===== config.mk =====
export PLATFORM = sky130hd
export DESIGN_NAME = ext_stream
export DESIGN_NICKNAME = d
export VERILOG_FILES = /design/src/rtl/ext_stream.sv
export SDC_FILE = /design/constraint.sdc
export NUM_CORES = 1
export LEC_CHECK = 0
export CORE_MARGIN = 2
export CORE_UTILIZATION = 40
export DETAILED_ROUTE_END_ITERATION = 10
export PLACE_DENSITY = 0.69
export SYNTH_ARGS = -nofsm -noshare
export SYNTH_HDL_FRONTEND = slang
export SYNTH_SLANG_ARGS = --single-unit

===== constraint.sdc =====
create_clock -name clk -period 2.5 [get_ports clk]
set_clock_uncertainty 0.05 [all_clocks]
set_input_delay 0.5 -clock clk [delete_from_list [all_inputs] [get_ports clk]]
set_output_delay 0.5 -clock clk [all_outputs]
set_load 0.01 [all_outputs]

===== src/rtl/ext_stream.sv =====
`timescale 1ns/1ps
// ext_stream: immediate extender whose results queue in a DEPTH-entry FIFO behind a valid/ready pair.
// Define EXT_ERR_EN to add the sticky illegal-mode flag on port err.
module ext_stream #(
  parameter int IMM_W  = 16,
  parameter int DATA_W = 32,
  parameter int SHIFT  = 2,
  parameter int DEPTH  = 4
) (
  input  logic                       clk,
  input  logic                       reset_n,
  input  logic                       in_valid,
  output logic                       in_ready,
  input  logic [IMM_W-1:0]           imm,
  input  logic [2:0]                 EOp,
  output logic                       out_valid,
  input  logic                       out_ready,
  output logic [DATA_W-1:0]          out_data,
  output logic [$clog2(DEPTH+1)-1:0] count
`ifdef EXT_ERR_EN
  ,
  output logic                       err
`endif
);
  localparam int PTR_W = $clog2(DEPTH);
  localparam int CNT_W = $clog2(DEPTH+1);
  localparam int PAD_W = DATA_W - IMM_W;

  function automatic logic is_illegal(input logic [2:0] op);
    return op[2] & op[1];
  endfunction

  function automatic logic [DATA_W-1:0] extend(input logic [IMM_W-1:0] v, input logic [2:0] op);
    logic signed [DATA_W-1:0] s_ext;
    logic        [DATA_W-1:0] z_ext;
    logic        [DATA_W-1:0] r;
    s_ext = {{PAD_W{v[IMM_W-1]}}, v};
    z_ext = {{PAD_W{1'b0}}, v};
    case (op)
      3'b000:  r = s_ext;
      3'b001:  r = z_ext;
      3'b010:  r = {v, {PAD_W{1'b0}}};
      3'b011:  r = s_ext <<< SHIFT;
      3'b100:  r = z_ext << SHIFT;
      3'b101:  r = {{PAD_W{1'b1}}, v};
      default: r = '0;
    endcase
    return r;
  endfunction

  logic [PTR_W-1:0]  wr_ptr_q, wr_ptr_d;
  logic [PTR_W-1:0]  rd_ptr_q, rd_ptr_d;
  logic [CNT_W-1:0]  count_q,  count_d;
  logic [DATA_W-1:0] mem_q [DEPTH];
  logic [DATA_W-1:0] mem_d [DEPTH];
  logic              in_fire, out_fire;
  logic [DATA_W-1:0] ext_p0;

  // Stage 0: handshake decode and combinational extension
  assign in_ready  = (count_q != CNT_W'(DEPTH));
  assign out_valid = (count_q != '0);
  assign out_data  = mem_q[rd_ptr_q];
  assign count     = count_q;
  assign in_fire   = in_valid & in_ready;
  assign out_fire  = out_valid & out_ready;
  assign ext_p0    = extend(imm, EOp);

  always_comb begin
    wr_ptr_d = wr_ptr_q;
    rd_ptr_d = rd_ptr_q;
    count_d  = count_q;
    mem_d    = mem_q;
    if (in_fire) begin
      wr_ptr_d        = wr_ptr_q + PTR_W'(1);
      mem_d[wr_ptr_q] = ext_p0;
    end
    if (out_fire)
      rd_ptr_d = rd_ptr_q + PTR_W'(1);
    case ({in_fire, out_fire})
      2'b10:   count_d = count_q + CNT_W'(1);
      2'b01:   count_d = count_q - CNT_W'(1);
      default: count_d = count_q;
    endcase
  end

  // Stage 1: FIFO state; storage is data-only and never reset
  always_ff @(posedge clk or negedge reset_n) begin
    if (!reset_n) begin
      wr_ptr_q <= '0;
      rd_ptr_q <= '0;
      count_q  <= '0;
    end else begin
      wr_ptr_q <= wr_ptr_d;
      rd_ptr_q <= rd_ptr_d;
      count_q  <= count_d;
    end
  end

  always_ff @(posedge clk) begin
    mem_q <= mem_d;
  end

`ifdef EXT_ERR_EN
  logic err_q, err_d;

  always_comb begin
    err_d = err_q | (in_fire & is_illegal(EOp));
  end

  always_ff @(posedge clk or negedge reset_n) begin
    if (!reset_n) err_q <= 1'b0;
    else          err_q <= err_d;
  end

  assign err = err_q;
`endif

endmodule


==> results of run 1 <==
==> flip-flops by register name, indices dropped and copies added, names as in the netlist <==
signal,cells
rd_ptr_q,2
count,3
wr_ptr_q,2
mem_q,128
==> final cells by class <==
cell class                      count  share of cell area, %
Multi-Input combinational cell    156                   21.1
Clock buffer                       19                   5.87
Timing Repair Buffer               91                   12.0
Clock inverter                     13                   3.07
Inverter                            9                  0.458
Sequential cell                   135                   54.5
Tap cell                          180                   3.05
==> metrics by stage <==
stage	utilization [%]	hold slack (ps)	instances	total power [W]	cell area, µm²
2_1_floorplan	-	154	325	0.00477	5730
3_5_place_dp	47.8	490	559	0.00618	6670
5_1_grt	53.0	320	603	0.00916	7380
4_1_cts	52.6	308	597	0.00876	7330
3_3_place_gp	47.8	482	559	0.00613	6670
6_report	53.0	298	603	0.00874	7380
==> placed cells by master (no fill, tap or decap), drive strengths merged, types with 4 or more instances in the layout <==
cell / count
inv: 10
clkinv: 5
nor2b: 15
dfrtp: 7
a22oi: 13
buf: 32
clkdlybuf4s15: 8
and3: 4
clkdlybuf4s50: 27
bufinv: 6
o21ai: 15
o22ai: 16
clkbuf: 20
a31oi: 13
dlygate4sd2: 23
edfxtp: 128
ha: 5
nand2: 4
mux4: 32
a21oi: 16
==> worst max-delay path, cell delays in order, from the launching register on <==
cell,delay [ps]
dfrtp_2,400
buf_12,210
mux4_2,530
dlygate4sd2_1,300
==> what timing repair did <==
item                                    in CTS  in global routing
gates resized for setup                     33                  9
endpoints found under the setup margin      32                  9
pin swaps                                    0                  0
endpoints found under the hold margin        0                  0
setup buffers                                6                  6
==> kinds of logic (layout without fill, tap and decap cells) <==
logic type | count (synthesis) | after routing | synth area share [%]
flip-flops | 135 | 135 | 70.2
AO/OA/AOI/OAI | 78 | 78 | 8.32
multiplexers | 34 | 34 | 13.0
XOR/XNOR | 6 | 6 | 0.918
adder cells (fa/ha/maj) | 6 | 6 | 1.44
buffers and inverters | 34 | 132 | 2.62
AND/OR/NAND/NOR | 32 | 32 | 3.50
==> final timing paths <==
| kind | start | end | slack (ps) | cells past startpoint |
|---|---|---|---|---|
| max | rd_ptr_q[0] | out_data[19] | 80 | 3 |
| min | reset_n | count[0] | 300 | 1 |
| max reg2reg | count[0] | count[2] | 250 | 9 |
| min reg2reg | count[2] | count[2] | 500 | 1 |
| max in group asynchronous | reset_n | rd_ptr_q[0] | 1840 | 1 |
| min in group clk | count[2] | count[2] | 500 | 1 |
==> where the power goes <==
part           internal (W)  total (W)  switching [W]
Combinational       0.00146    0.00278        0.00132
Sequential          0.00305    0.00320       0.000154
Clock               0.00187    0.00276       0.000894
Total               0.00637    0.00874        0.00237
==> layer usage <==
layer  up-vias  wire (µm)
li1       1491          -
met1      1691       5320
met2       124       5660
met3        15        747
met4         0        203
met5         -          0
==> results by group, run 1 <==
Floorplan
  • Die height: roughly 120 µm
  • IO Pins: 60
  • Die W: around 120 µm
  • Initial Util: 41.1%
  • FP Rows: 43
  • Core area: ~0.014 mm²
  • Die footprint: around 0.015 mm²

Power
  • Lkg Pwr: around 2.6 nW
  • Power per Cell Area: between 1000 and 1500 mW/mm²
  • Worst IR drop on VDD: 0.850 mV

Yosys
  • Most area-hungry cell type in the Yosys netlist: edfxtp_1
  • Post-synth EDFFs: roughly 130
  • Ys Warns: 0
  • Synth unique cells: 34
  • Seq/Total Area, Yosys: between 70% and 80%
  • Most common cell in the synthesized netlist: edfxtp_1
  • Commonest cells in the netlist: edfxtp_1, mux4_2, a21oi_1, o22ai_1
  • Primary FF master, synth: edfxtp_1
  • Yosys top cell area share: 67.1%
  • Top post-synthesis cells by area: edfxtp_1, mux4_2, dfrtp_1, o22ai_1, a22oi_1
  • Post-synthesis cell count: 325
  • Syn nets: roughly 350
  • Mapped Area: ~0.0057 mm²
  • Mean post-synth cell area: 17.6 µm²
  • Ys async rst share: around 5.2%
  • FF+latch count, synth: between 100 and 150

STA
  • Slew @ Worst Pin: roughly 490 ps
  • Max Slew Vio Count: 0
  • TNS Setup: 0 ps
  • Final worst path period share: 96.8%
  • Slew margin rel.: between 60% and 70%
  • RSZ-0062 raised after global routing: no
  • Worst setup margin: just under 80 ps
  • Hold Fails Final Rpt: 0
  • Final setup vio count: 0
  • Max Freq: approximately 410 MHz
  • Period minus WS final: roughly 2400 ps

Setup path
  • Setup crit end kind: primary output
  • Highest net fanout along the worst path: 19
  • CP Data Arrival Time: approximately 1900 ps
  • CP startpoint kind: flop
  • CP required: slightly below 2000 ps
  • Setup CP Type: flop to primary output

Routing
  • Pre-antenna DRT Iters: 7
  • Wirelength per Cell: 19.8 µm
  • Via count: around 3,300
  • Starting DRT DRC Count: between 200 and 300
  • DRC: 0
  • Final ANT Viol Nets: 0
  • Final WL: about 12,000 µm
  • Via density: 5.51

Finish
  • Area of the multi-input gates: ~0.0016 mm²
  • Ant. Diodes: 0
  • Register area: between 0.004 and 0.005 mm²
  • Area Growth Syn to Fin: 28.9%
  • Nets: 439
  • # fillers: ~1,100
  • Layout cells sized above 1: around 24%

Global route
  • Global-route met3 utilization: just under 4%
  • Vias in the first global route: 3,333
  • Grt peak-use layer: met2
  • Met2 usage: between 20 and 30%
  • Initial antenna violation count: 0
  • First-pass GRT wire length: 18,700 µm
  • GRT Residual Overflow: 0
  • Largest net degree at the start of global routing: 34
  • Total GRT Usage: between 15 and 20%
  • GRT met1 Usage: 23.3%

Placement
  • Port Buf Inserts: 59
  • DP HPWL: 7330 µm
  • Setup WS pre-CTS: between 100 and 150 ps
  • Routability Congestion: between 0.8 and 0.9

Clock tree
  • CTS Buffer Depth: 2
  • TritonCTS clock tree: built
  • Insertion delay to the later sink of the worst-skew pair: approximately 410 ps
  • CTS Buf Count: 17
  • Clock sinks: ~140
  • Clock transition at path regs: about 60 ps
  • Root Buffer: clkbuf_16
  • CTS Hold Bufs: 0
  • H-tree depth: 4

Worst hold path
  • Hold crit path type: primary input to async pin

Job
  • Max-Cap Viols: 0

Run status
  • Outcome: completed
Power figures use the tool's default switching activity.
==> inputs of run 2 (changes only) <==
Clock period 2.5 ns to 2.6 ns, I/O delays scaled along.
==> results by group, run 2 (synthesis results as in run 1) <==
Run status
  • Outcome: completed (unchanged)

Clock tree
  • Clock transition at path regs: 50 ps (was 60 ps)
  • Clock sinks: 135 (unchanged)
  • CTS Buf Count: 17 (unchanged)
  • CTS Hold Bufs: 0 (unchanged)
  • CTS Buffer Depth: 2 (unchanged)
  • Insertion delay to the later sink of the worst-skew pair: 400 ps (was 410 ps)
  • Root Buffer: clkbuf_16 (unchanged)
  • H-tree depth: 4 (unchanged)
  • TritonCTS clock tree: built (unchanged)

Setup path
  • CP Data Arrival Time: 1940 ps (was 1870 ps)
  • Setup crit end kind: primary output (unchanged)
  • Worst r2r dst: count[2] (unchanged)
  • Worst r2r src: count[0] (unchanged)
  • Setup CP Type: flop to primary output (unchanged)
  • R2R cell count: 9 (unchanged)
  • Flop-to-flop setup slack: 310 ps (was 250 ps)
  • CP required: 2030 ps (was 1950 ps)
  • Highest net fanout along the worst path: 10 (was 19)
  • CP startpoint kind: flop (unchanged)

STA
  • Slew @ Worst Pin: 616 ps (was 492 ps)
  • Max Slew Vio Count: 0 (unchanged)
  • Period minus WS final: between 2000 and 3000 ps
  • RSZ-0062 raised after global routing: no (unchanged)
  • Final worst path period share: a little over nine tenths
  • Fin Hold WS: 330 ps (was 298 ps)
  • Max Freq: 399 MHz
  • Slew margin rel.: 58.5% (was 66.9%)
  • Final setup vio count: 0 (unchanged)
  • Hold Fails Final Rpt: 0 (unchanged)

Routing
  • DR WL met2: 5570 µm (was 5660 µm)
  • DRC: 0 (unchanged)
  • Via density: 5.43 (was 5.51)
  • Top layer in use: met4 (unchanged)
  • Starting DRT DRC Count: 406 (was 297)
  • Wirelength per Cell: 19.7 µm (was 19.8 µm)
  • Via count: 3,231 (was 3,321)
  • Final WL: 11,700 µm (was 11,900 µm)
  • Metal1 wirelength: 5240 µm (was 5320 µm)
  • Met3 routed WL: 729 µm (was 747 µm)
  • Pre-antenna DRT Iters: 4 (was 7)
  • Final ANT Viol Nets: 0 (unchanged)

Power
  • Power per Cell Area: 1090 mW/mm² (was 1180 mW/mm²)
  • Lkg Pwr: 2.55 nW (was 2.57 nW)
  • Overall power: 0.00794 W (was 0.00874 W)
  • Worst IR drop on VDD: 0.622 mV (was 0.850 mV)

Global route
  • Total GRT Usage: 16.5% (was 17.1%)
  • Largest net degree at the start of global routing: 34 (unchanged)
  • Initial antenna violation count: 0 (unchanged)
  • First-pass GRT wire length: 18,000 µm (was 18,700 µm)
  • GRT Residual Overflow: 0 (unchanged)
  • Vias in the first global route: 3,233 (was 3,333)

Placement
  • Routability Congestion: 0.841 (was 0.823)
  • Port Buf Inserts: 59 (unchanged)
  • DP HPWL: 7340 µm (was 7330 µm)

Finish
  • Area Growth Syn to Fin: 26.6% (was 28.9%)
  • Max FFs per register: 128 (unchanged)
  • Layout cells sized above 1: 21.9% (was 24.3%)
  • Most frequent cells in the layout: edfxtp_1, mux4_2, clkdlybuf4s50_1 (unchanged)
  • Ant. Diodes: 0 (unchanged)
  • Commonest non-fill, non-tap cell in the layout: edfxtp_1 (unchanged)
  • Biggest register: mem_q (unchanged)
  • Nets: 431 (was 439)

Job
  • Max-Cap Viols: 0 (unchanged)

Floorplan
  • Initial Util: 41.1% (unchanged)
  • FP Rows: 43 (unchanged)
  • Core area: 0.0139 mm² (unchanged)
  • IO Pins: 60 (unchanged)
  • Die W: 124 µm (unchanged)
  • Die height: 124 µm (unchanged)
  • Die footprint: 0.0153 mm² (unchanged)

Worst hold path
  • Hold crit path type: primary input to async pin (unchanged)
-- run 2: cell count changes in the layout (fill, tap and decap cells not counted), sizes merged --
cell,previous run,this run
clkdlybuf4s15,8,0
inv,10,9
dlygate4sd2,23,24
buf,32,24
clkdlybuf4s50,27,28
clkbuf,20,22
dlymetal6s2s,0,7
clkinvlp,1,3
bufinv,6,2
-- run 2: cell type report --
class / instances / area, µm²
inverter: 9 / 33.8
tap: 180 / 225
fill: 1091 / 6680
sequential: 135 / 4020
clock inverter: 10 / 105
clock buffer: 22 / 444
timing repair buffer: 83 / 866
multi-input combinational: 156 / 1560
-- run 2: worst max-delay path, cell delays in order, from the launching register on --
cell,delay [ps]
dfrtp_2,390
buf_12,160
mux4_2,490
clkdlybuf4s50_1,490
-- run 2: stage by stage --
step / setup TNS (ps) / cell area (µm²) / utilization, % / instances / setup WS (ps)
2_1_floorplan: 0 / 5730 / - / 325 / 391
3_3_place_gp: 0 / 6660 / 47.8 / 560 / 242
3_5_place_dp: 0 / 6660 / 47.8 / 560 / 151
4_1_cts: -9.74 / 7230 / 51.9 / 595 / -7.92
5_1_grt: 0 / 7250 / 52.0 / 595 / 16.6
6_report: 0 / 7250 / 52.0 / 595 / 91.8
-- run 2: how the worst max path moves through the flow --
stage                startpoint            to
floorplan              count[0]      count[2]
global placement        imm[15]    mem_q[115]
detailed placement       EOp[0]     mem_q[19]
CTS                 rd_ptr_q[0]  out_data[24]
global route        rd_ptr_q[0]  out_data[29]
finish              rd_ptr_q[0]  out_data[29]
-- run 2: repair_timing --
action | CTS | global route
setup buffers | 2 | 0
gates resized for setup | 27 | 8
cloned | 1 | 0
setup endpoints to repair | 32 | 8
-- run 2: report_power, final --
| part | switching [W] | total [W] | internal [W] |
|---|---|---|---|
| Sequential | 0.000146 | 0.00307 | 0.00293 |
| Clock | 0.000823 | 0.00222 | 0.00140 |
| Combinational | 0.00127 | 0.00265 | 0.00138 |
| Total | 0.00224 | 0.00794 | 0.00571 |
-- run 2: metal layers --
metal	GRT usage, %	up-vias
li1	-	1478
met1	22.1	1616
met2	25.8	121
met3	4.85	16
met4	5.75	0
met5	0	-
